==> src/rtl/demux1to4_buffered_if.sv <==
// Handshake bundle for the 1-to-4 buffered demultiplexer: one input stream, four output channels
// and their delivered-word counters.
interface demux1to4_buffered_if #(
   parameter int unsigned WIDTH = 8,
   parameter int unsigned CNTW  = 8
);
   logic             in_valid;
   logic [WIDTH-1:0] in_data;
   logic [1:0]       sel;
   logic             in_ready;
   logic [3:0]       out_valid;
   logic [WIDTH-1:0] out_data0;
   logic [WIDTH-1:0] out_data1;
   logic [WIDTH-1:0] out_data2;
   logic [WIDTH-1:0] out_data3;
   logic [3:0]       out_ready;
   logic [CNTW-1:0]  cnt0;
   logic [CNTW-1:0]  cnt1;
   logic [CNTW-1:0]  cnt2;
   logic [CNTW-1:0]  cnt3;

   // Producer/consumer side.
   modport master (
      output in_valid, in_data, sel, out_ready,
      input  in_ready, out_valid, out_data0, out_data1, out_data2, out_data3,
      input  cnt0, cnt1, cnt2, cnt3
   );

   // Demultiplexer side.
   modport slave (
      input  in_valid, in_data, sel, out_ready,
      output in_ready, out_valid, out_data0, out_data1, out_data2, out_data3,
      output cnt0, cnt1, cnt2, cnt3
   );
endinterface

==> src/rtl/demux1to4_buffered.sv <==
// 1-to-4 demultiplexer with a one-entry register per output channel, so a stalled consumer only
// blocks words aimed at its own channel. Each channel counts the words it delivers.
module demux1to4_buffered #(
   parameter int unsigned WIDTH = 8,
   parameter int unsigned CNTW  = 8
) (
   input logic                 clk,
   input logic                 rst,
   demux1to4_buffered_if.slave bus_io
);
   typedef enum logic {StEmpty, StFull} ch_state_e;

   ch_state_e        state_q [4];
   ch_state_e        state_d [4];
   logic [WIDTH-1:0] data_q  [4];
   logic [CNTW-1:0]  cnt_q   [4];
   logic [3:0]       valid;
   logic [3:0]       load;
   logic [3:0]       drain;
   logic             in_ready;

   always_ff @(posedge clk or posedge rst) begin
      if (rst) begin
         for (int i = 0; i < 4; i++) state_q[i] <= StEmpty;
      end else begin
         for (int i = 0; i < 4; i++) state_q[i] <= state_d[i];
      end
   end

   always_comb begin
      for (int i = 0; i < 4; i++) begin
         state_d[i] = state_q[i];
         unique case (state_q[i])
            StEmpty: if (load[i]) state_d[i] = StFull;
            // A load in the same cycle as a drain keeps the channel full with the new word.
            StFull:  if (drain[i] && !load[i]) state_d[i] = StEmpty;
            default: state_d[i] = StEmpty;
         endcase
      end
   end

   always_comb begin
      valid = '0;
      for (int i = 0; i < 4; i++) valid[i] = (state_q[i] == StFull);
      // Only the selected channel can hold off the input.
      in_ready = ~valid[bus_io.sel] | bus_io.out_ready[bus_io.sel];
      load  = '0;
      drain = '0;
      for (int i = 0; i < 4; i++) begin
         load[i]  = bus_io.in_valid & in_ready & (bus_io.sel == 2'(i));
         drain[i] = valid[i] & bus_io.out_ready[i];
      end
   end

   always_ff @(posedge clk or posedge rst) begin
      if (rst) begin
         for (int i = 0; i < 4; i++) begin
            data_q[i] <= '0;
            cnt_q[i]  <= '0;
         end
      end else begin
         for (int i = 0; i < 4; i++) begin
            if (load[i])  data_q[i] <= bus_io.in_data;
            if (drain[i]) cnt_q[i]  <= cnt_q[i] + CNTW'(1);
         end
      end
   end

   assign bus_io.in_ready  = in_ready;
   assign bus_io.out_valid = valid;
   assign bus_io.out_data0 = data_q[0];
   assign bus_io.out_data1 = data_q[1];
   assign bus_io.out_data2 = data_q[2];
   assign bus_io.out_data3 = data_q[3];
   assign bus_io.cnt0      = cnt_q[0];
   assign bus_io.cnt1      = cnt_q[1];
   assign bus_io.cnt2      = cnt_q[2];
   assign bus_io.cnt3      = cnt_q[3];
endmodule

==> src/flat_wrapper.sv <==
// flat-port wrapper written by rule: the top's interface ports become plain ports
module demux1to4_buffered_flat 
#(
   parameter int unsigned WIDTH = 8,
   parameter int unsigned CNTW  = 8
)
  (clk, rst, bus_io_in_valid, bus_io_in_data, bus_io_sel, bus_io_out_ready, bus_io_in_ready, bus_io_out_valid, bus_io_out_data0, bus_io_out_data1, bus_io_out_data2, bus_io_out_data3, bus_io_cnt0, bus_io_cnt1, bus_io_cnt2, bus_io_cnt3);
  demux1to4_buffered_if #(.WIDTH(WIDTH), .CNTW(CNTW)) bus_io_i ();
  input logic clk;
  input logic rst;
  input wire logic [$bits(bus_io_i.in_valid)-1:0] bus_io_in_valid;
  input wire logic [$bits(bus_io_i.in_data)-1:0] bus_io_in_data;
  input wire logic [$bits(bus_io_i.sel)-1:0] bus_io_sel;
  input wire logic [$bits(bus_io_i.out_ready)-1:0] bus_io_out_ready;
  output wire logic [$bits(bus_io_i.in_ready)-1:0] bus_io_in_ready;
  output wire logic [$bits(bus_io_i.out_valid)-1:0] bus_io_out_valid;
  output wire logic [$bits(bus_io_i.out_data0)-1:0] bus_io_out_data0;
  output wire logic [$bits(bus_io_i.out_data1)-1:0] bus_io_out_data1;
  output wire logic [$bits(bus_io_i.out_data2)-1:0] bus_io_out_data2;
  output wire logic [$bits(bus_io_i.out_data3)-1:0] bus_io_out_data3;
  output wire logic [$bits(bus_io_i.cnt0)-1:0] bus_io_cnt0;
  output wire logic [$bits(bus_io_i.cnt1)-1:0] bus_io_cnt1;
  output wire logic [$bits(bus_io_i.cnt2)-1:0] bus_io_cnt2;
  output wire logic [$bits(bus_io_i.cnt3)-1:0] bus_io_cnt3;
  assign bus_io_i.in_valid = bus_io_in_valid;
  assign bus_io_i.in_data = bus_io_in_data;
  assign bus_io_i.sel = bus_io_sel;
  assign bus_io_i.out_ready = bus_io_out_ready;
  assign bus_io_in_ready = bus_io_i.in_ready;
  assign bus_io_out_valid = bus_io_i.out_valid;
  assign bus_io_out_data0 = bus_io_i.out_data0;
  assign bus_io_out_data1 = bus_io_i.out_data1;
  assign bus_io_out_data2 = bus_io_i.out_data2;
  assign bus_io_out_data3 = bus_io_i.out_data3;
  assign bus_io_cnt0 = bus_io_i.cnt0;
  assign bus_io_cnt1 = bus_io_i.cnt1;
  assign bus_io_cnt2 = bus_io_i.cnt2;
  assign bus_io_cnt3 = bus_io_i.cnt3;
  demux1to4_buffered #(.WIDTH(WIDTH), .CNTW(CNTW)) u_core (.clk(clk), .rst(rst), .bus_io(bus_io_i));
endmodule
==> config.mk <==
export PLATFORM = sky130hd
export DESIGN_NAME = demux1to4_buffered_flat
export DESIGN_NICKNAME = d
export VERILOG_FILES = /design/src/rtl/demux1to4_buffered_if.sv /design/src/rtl/demux1to4_buffered.sv /design/src/flat_wrapper.sv
export SDC_FILE = /design/constraint.sdc
export NUM_CORES = 1
export LEC_CHECK = 0
export ABC_AREA = 1
export BUFFER_PORTS_ARGS = -buffer_cell sky130_fd_sc_hd__buf_4
export CORE_ASPECT_RATIO = 0.75
export CORE_UTILIZATION = 45
export CTS_BUF_LIST = sky130_fd_sc_hd__clkbuf_4 sky130_fd_sc_hd__clkbuf_8 sky130_fd_sc_hd__clkbuf_16
export CTS_CLUSTER_DIAMETER = 60
export DETAILED_ROUTE_END_ITERATION = 7
export GPL_TIMING_DRIVEN = 0
export PLACE_DENSITY = 0.73
export SETUP_SLACK_MARGIN = 0.05
export SYNTH_ARGS = -nofsm -noshare
export SYNTH_HDL_FRONTEND = slang
export SYNTH_SLANG_ARGS = --single-unit
export TNS_END_PERCENT = 20
==> constraint.sdc <==
create_clock -name clk -period 2.1 [get_ports clk]
set_input_delay 0.525 -clock clk [delete_from_list [all_inputs] [get_ports clk]]
set_output_delay 0.525 -clock clk [all_outputs]
set_load 0.02 [all_outputs]
==> impl_metrics.csv, run 1 <==
group,metric,value,unit
layout,antennaDiodeCount,0,
drt,via_count,2455,
grt,grt_pass1_wl,11280,um
synth,synth_area_leaders,"dfrtp_1 (55%), nand2_1 (12%), xor2_1 (6.5%)",
synth,synth_edf_count,0,
grt,track_usage,20.41,%
timing,fin_crit,1.937,ns
drt,firstDrtPassIters,8,
timing,maxSlewHeadroom,58.99,%
timing,hold_ws,0.2535,ns
floorplanning,die_x,98.14,um
synth,synth_compound_area_share,0.8022,%
synth,synth_area,3119,um^2
synth,synth_top_family_by_area,"simple AND/OR/NAND/NOR gates",
clock_tree,htree_levels,3,
drt,postRouteAntennaNets,0,
run_status,run_status,"finished with violations",
timing,fin_ws,0.1625,ns
layout,drive_gt1_share,32.85,%
placed_design,place_ws,0.1217,ns
clock_tree,clk_pin_slew,0.07,ns
synth,synth_xor_area_share,7.581,%
drt,totalWireLength,6946,um
synth,synthDistinctLibCells,27,
floorplanning,die_h,74.10,um
synth,synth_top_area_cell,"dfrtp_1",
grt,grt_overflow,0,
clock_tree,cts_tree,"built",
synth,syn_inst,312,
timing,slew_viol_final,0,
grt,grt_max_degree,42,
power_and_ir_drop,p_leak,2.226,nW
timing,fin_crit_sh,92.26,%
grt,grt_antenna_before_repair,0,
synth,avgSynthCellArea,9.998,um^2
layout,final_area,4090,um^2
synth,synth_top_area_share,54.55,%
power_and_ir_drop,ir_drop,0.7070,mV
job,drv_cap,0,
synth,ys.flop_type,"dfrtp_1",
placed_design,place_congestion,0.8091,
grt,first_global_vias,2286,
placed_design,io_buffer_count,82,
clock_tree,cts_root_buf,"clkbuf_8",
synth,synthMuxAreaShare,1.083,%
layout,area_delta_synth_final,31.13,%
synth,ys_seq_area_share,54.55,%
clock_tree,insertion_delay,0.34,ns
synth,ys.warnings.count,0,
placed_design,dpl_cell_area,3860,um^2
drt,routedWlPerCell,14.03,um
clock_tree,clockBufferDepth,2,
timing,fin_worst_skew,0.008190,ns
timing,setup_violations,0,
synth,async_flop_share,100.0,%
floorplanning,rows,25,
timing,tightest_slew,0.6138,ns
worst_hold_path,hold_path.class,"in -> async",
critical_path,cp.required,1.57,ns
synth,yosys_register_bits,68,
floorplanning,coreArea,6506,um^2
synth,ys_top_cells_by_count,"nand2_1 (96), dfrtp_1 (68), nand4_1 (32)",
synth,synth_simple_gate_area_share,28.00,%
floorplanning,initial_core_util,47.94,%
placed_design,place_hpwl,4944,um
synth,synthAdderAreaFrac,1.604,%
critical_path,cp_data_arrival_time,1.41,ns
timing,fin_setup_tns,0,ns
critical_path,path_max_fanout,10,
power_and_ir_drop,power.density,1091,nW/um^2
timing,grt_setup_unrepaired,"false",
floorplanning,ios,86,
drt,via_per_inst,4.960,
timing,hold_violations,0,
critical_path,worstSetupPathType,"reg -> out",
layout,final_nets,430,
clock_tree,cts.sinks,68,
drt,drcViolationCount,1,
critical_path,crit_path_end_kind,"primary output",
floorplanning,die_area,7272,um^2
drt,drt_iter0_markers,140,
synth,synthesis.nets,333,
critical_path,startpoint_type,"register",
timing,fmax,516.1,MHz
run_status,violations,"design-rule violations",
clock_tree,cts_buffers,9,
synth,synth.most_common_cell,"nand2_1",
[metal layers]
| layer | wire length [um] | vias to the layer above | GRT usage [%] |
|---|---|---|---|
| met5 | 0 | - | 0 |
| met4 | 83 | 0 | 6.468 |
| met2 | 3122 | 77 | 31.30 |
| met3 | 426 | 11 | 6.015 |
| li1 | - | 1216 | - |
| met1 | 3314 | 1151 | 28.33 |
[where the power goes]
group	internal, W	switching, W	total (W)
sequential	0.00161	0.000282	0.00190
clock	0.000623	0.000489	0.00111
combinational	0.000625	0.000831	0.00146
total	0.00286	0.00160	0.00446
[worst max-delay path: stages (launching register included)]
cell	delay [ns]
dfrtp_1	0.40
nand2_1	0.08
nand2_1	0.07
nand2_1	0.06
nand2_2	0.10
nand2_8	0.08
buf_8	0.14
buf_4	0.15
[path summary, 6_finish.rpt]
kind | startpoint | endpoint | slack (ns) | cells past startpoint
setup / recovery | u_core.bus_io.out_valid[1] | bus_io_in_ready | 0.16 | 7
hold / removal | rst | u_core.bus_io.cnt0[7] | 0.25 | 2
setup reg to reg | u_core.bus_io.out_valid[1] | u_core.bus_io.out_data2[0] | 0.71 | 9
hold reg to reg | u_core.bus_io.out_data3[4] | u_core.bus_io.out_data3[4] | 0.47 | 2
max in group asynchronous | rst | u_core.bus_io.out_valid[0] | 1.24 | 3
min in group clk | bus_io_out_ready[3] | u_core.bus_io.out_valid[3] | 0.37 | 2
[registers in the layout, summed over array words and instances (netlist names)]
register,flops
u_core.bus_io.out_data1,8
u_core.bus_io.cnt1,8
u_core.bus_io.out_data3,8
u_core.bus_io.out_data0,8
u_core.bus_io.cnt0,8
u_core.bus_io.out_valid,4
u_core.bus_io.cnt3,8
u_core.bus_io.cnt2,8
u_core.bus_io.out_data2,8
[metrics by stage]
stage          util [%]  instances  power [W]
6_report          62.87        495   0.004463
5_1_grt           62.87        495   0.004711
4_1_cts           62.50        492   0.004512
3_5_place_dp      59.33        476   0.003375
3_3_place_gp      59.02        475   0.003331
2_1_floorplan         -        312   0.002706
[repair_timing]
| action | in CTS | in global routing |
|---|---|---|
| hold buffers | 0 | 0 |
| resized for setup | 0 | 1 |
| setup buffers | 0 | 3 |
| endpoints found under the setup margin | 0 | 1 |
[layout make-up]
type                       count  area [um^2]
timing repair buffer          86        658.1
clock buffer                  12        158.9
fill                         558         2416
buffer                         9        87.58
inverter                      29        115.1
tap                           81        101.3
multi-input combinational    206         1219
clock inverter                 4        47.55
sequential                    68         1703
[placed cells by master (no fill, tap or decap), types with 8 or more instances in the layout]
| cell type | Yosys | final |
|---|---|---|
| buf_4 | 0 | 85 |
| clkbuf_8 | 0 | 11 |
| dfrtp_1 | 68 | 67 |
| inv_1 | 26 | 25 |
| nand2_1 | 96 | 96 |
| nand3_1 | 10 | 10 |
| nand4_1 | 32 | 32 |
| nor2_1 | 8 | 8 |
| xor2_1 | 23 | 23 |
[logic make-up (layout without fill, tap and decap cells)]
kind of cell / count (synthesis) / in the layout
simple gates: 167 / 167
flops: 68 / 68
buf+inv: 38 / 140
xor+xnor: 27 / 27
compound gates: 5 / 5
fa+ha+maj: 4 / 4
mux: 3 / 3
Note: power is estimated with default switching activity, not from simulation.
==> run 2, diff against run 1 <==
Settings changed: RECOVER_POWER set to 50.
==> run 2 against run 1 <==
- the run still ends with design-rule violations left
- worst setup slack improved by 0.010 ns
- sequential share of layout area increased by 0.60 points
- core utilization down 0.94 points
- first-iteration DRC count increased by 11%
- clock skew down 0.00083 ns
- clock power about the same
- critical path depth unchanged
- flip-flop and latch count did not move
- final cell count did not move
- via count up 0.86%
==> impl_metrics.csv, run 2 (synthesis results as in run 1) <==
group,metric,value,unit
run_status,run_status,"finished with violations",
run_status,violations,"design-rule violations",
critical_path,critPathLaunch,"u_core.bus_io.out_valid[1]",
clock_tree,htree_levels,3,
floorplanning,initial_core_util,47.94,%
clock_tree,insertion_delay,0.34,ns
layout,layout_commonest_cell,"nand2_1",
critical_path,cp.required,1.57,ns
critical_path,worst-r2r-cell-count,9,
drt,via_per_inst,5.002,
power_and_ir_drop,finalPower,0.004440,W
critical_path,rr_endpoint,"u_core.bus_io.out_data1[4]",
placed_design,place_inst,476,
timing,fin_crit,1.927,ns
drt,routedWlPerCell,14.13,um
clock_tree,clk_pin_slew,0.07,ns
critical_path,cp_data_arrival_time,1.40,ns
floorplanning,rows,25,
layout,seqCellArea,1702,um^2
critical_path,path_max_fanout,10,
grt,first_global_vias,2286,
timing,hold_violations,0,
grt,use_met2,31.30,%
layout,fillers,564,
timing,slew_viol_final,0,
layout,utilization,61.92,%
job,drv_cap,0,
critical_path,worstReg2RegStart,"u_core.bus_io.out_valid[0]",
clock_tree,cts_root_buf,"clkbuf_8",
grt,grt_overflow,0,
timing,maxSlewHeadroom,21.02,%
timing,fmax,518.9,MHz
layout,final_cell_mix,"nand2_1 (96), buf_4 (83), dfrtp_1 (68), nand4_1 (32), inv_1 (25)",
timing,hold_ws,0.3780,ns
grt,met3_usage,6.015,%
critical_path,crit_path_end_kind,"primary output",
critical_path,crit_end,"bus_io_in_ready",
critical_path,startpoint_type,"register",
drt,drcViolationCount,1,
clock_tree,clockBufferDepth,2,
timing,fin_crit_sh,91.78,%
grt,grt_util_met1,28.33,%
critical_path,crit_slowest_cell,"dfrtp_1",
power_and_ir_drop,power.density,1102,nW/um^2
placed_design,place_congestion,0.8091,
timing,tightest_slew,1.178,ns
floorplanning,coreArea,6506,um^2
floorplanning,ios,86,
worst_hold_path,worstHoldStart,"bus_io_out_ready[2]",
critical_path,path_cells,"nand2_1, nand2_1, nand2_1, nand2_2, nand2_8, buf_8, buf_4",
drt,via_count,2476,
grt,grt.busiest_layer,"met2",
power_and_ir_drop,ir_drop,0.7030,mV
grt,grt_pass1_wl,11280,um
timing,grt_setup_unrepaired,"false",
power_and_ir_drop,p_leak,2.217,nW
clock_tree,cts_buffers,9,
timing,fin_setup_tns,0,ns
timing,setup_violations,0,
floorplanning,die_area,7272,um^2
placed_design,place_hpwl,4944,um
floorplanning,die_h,74.10,um
layout,multi_input_area,1174,um^2
timing,fin_worst_skew,0.007355,ns
drt,firstDrtPassIters,8,
worst_hold_path,hold_path.class,"in -> reg",
clock_tree,cts_tree,"built",
layout,drive_gt1_share,31.16,%
drt,postRouteAntennaNets,0,
drt,totalWireLength,6994,um
drt,drt_iter0_markers,155,
critical_path,crit_top_cell,"nand2_1",
critical_path,max_stage_delay,0.41,ns
layout,antennaDiodeCount,0,
layout,area_delta_synth_final,29.16,%
layout,layout.cells.non_filler,495,
grt,grt_max_degree,42,
critical_path,worstSetupPathType,"reg -> out",
layout,final_nets,430,
floorplanning,die_x,98.14,um
grt,grt_antenna_before_repair,0,
clock_tree,cts-hold-fix-buffers,0,
clock_tree,cts.sinks,68,
grt,track_usage,20.41,%
placed_design,io_buffer_count,82,
critical_path,r2r_slack,0.65,ns
run 2: cell type report:
cell class	instances	area share (%)
Sequential cell	68	42.24
Multi-Input combinational cell	206	29.13
Timing Repair Buffer	86	16.02
Clock buffer	12	3.944
Inverter	29	2.795
Tap cell	81	2.516
Buffer	9	2.174
Clock inverter	4	1.180
run 2: repair_timing:
action                                  in CTS  in global routing
endpoints found under the setup margin       0                  1
gates resized for setup                      0                  1
setup buffers                                0                  3
run 2: power by group:
group / switching [W] / internal [W]
clock: 0.000485 / 0.000623
sequential: 0.000284 / 0.00161
combinational: 0.000816 / 0.000619
run 2: how the worst min path moves through the flow:
stage,end,depth (start not counted)
CTS,u_core.bus_io.cnt3[7],2
global route,u_core.bus_io.out_valid[1],2
global placement,u_core.bus_io.out_data0[2],2
finish,u_core.bus_io.out_valid[2],2
detailed placement,u_core.bus_io.out_data3[3],2
floorplan,u_core.bus_io.out_data0[0],2
run 2: routing by layer:
metal | routed length [um] | part of all wire, %
met5 | 0 | 0
met4 | 70 | 1.0
met3 | 446 | 6.4
met2 | 3131 | 45
met1 | 3345 | 48
run 2: metrics by stage:
| step | area [um^2] | setup WS (ns) |
|---|---|---|
| global placement | 3840 | 0.1362 |
| detailed placement | 3860 | 0.1217 |
| global route | 4029 | 0.05871 |
| CTS | 4066 | 0.07318 |
| finish | 4029 | 0.1727 |
| floorplan | 3123 | 0.3200 |
run 2: worst max-delay path, delay by kind of cell (launching register included):
kind,cells,cell delay (ns)
simple gates,5,0.37
buf+inv,2,0.29
flops,1,0.41
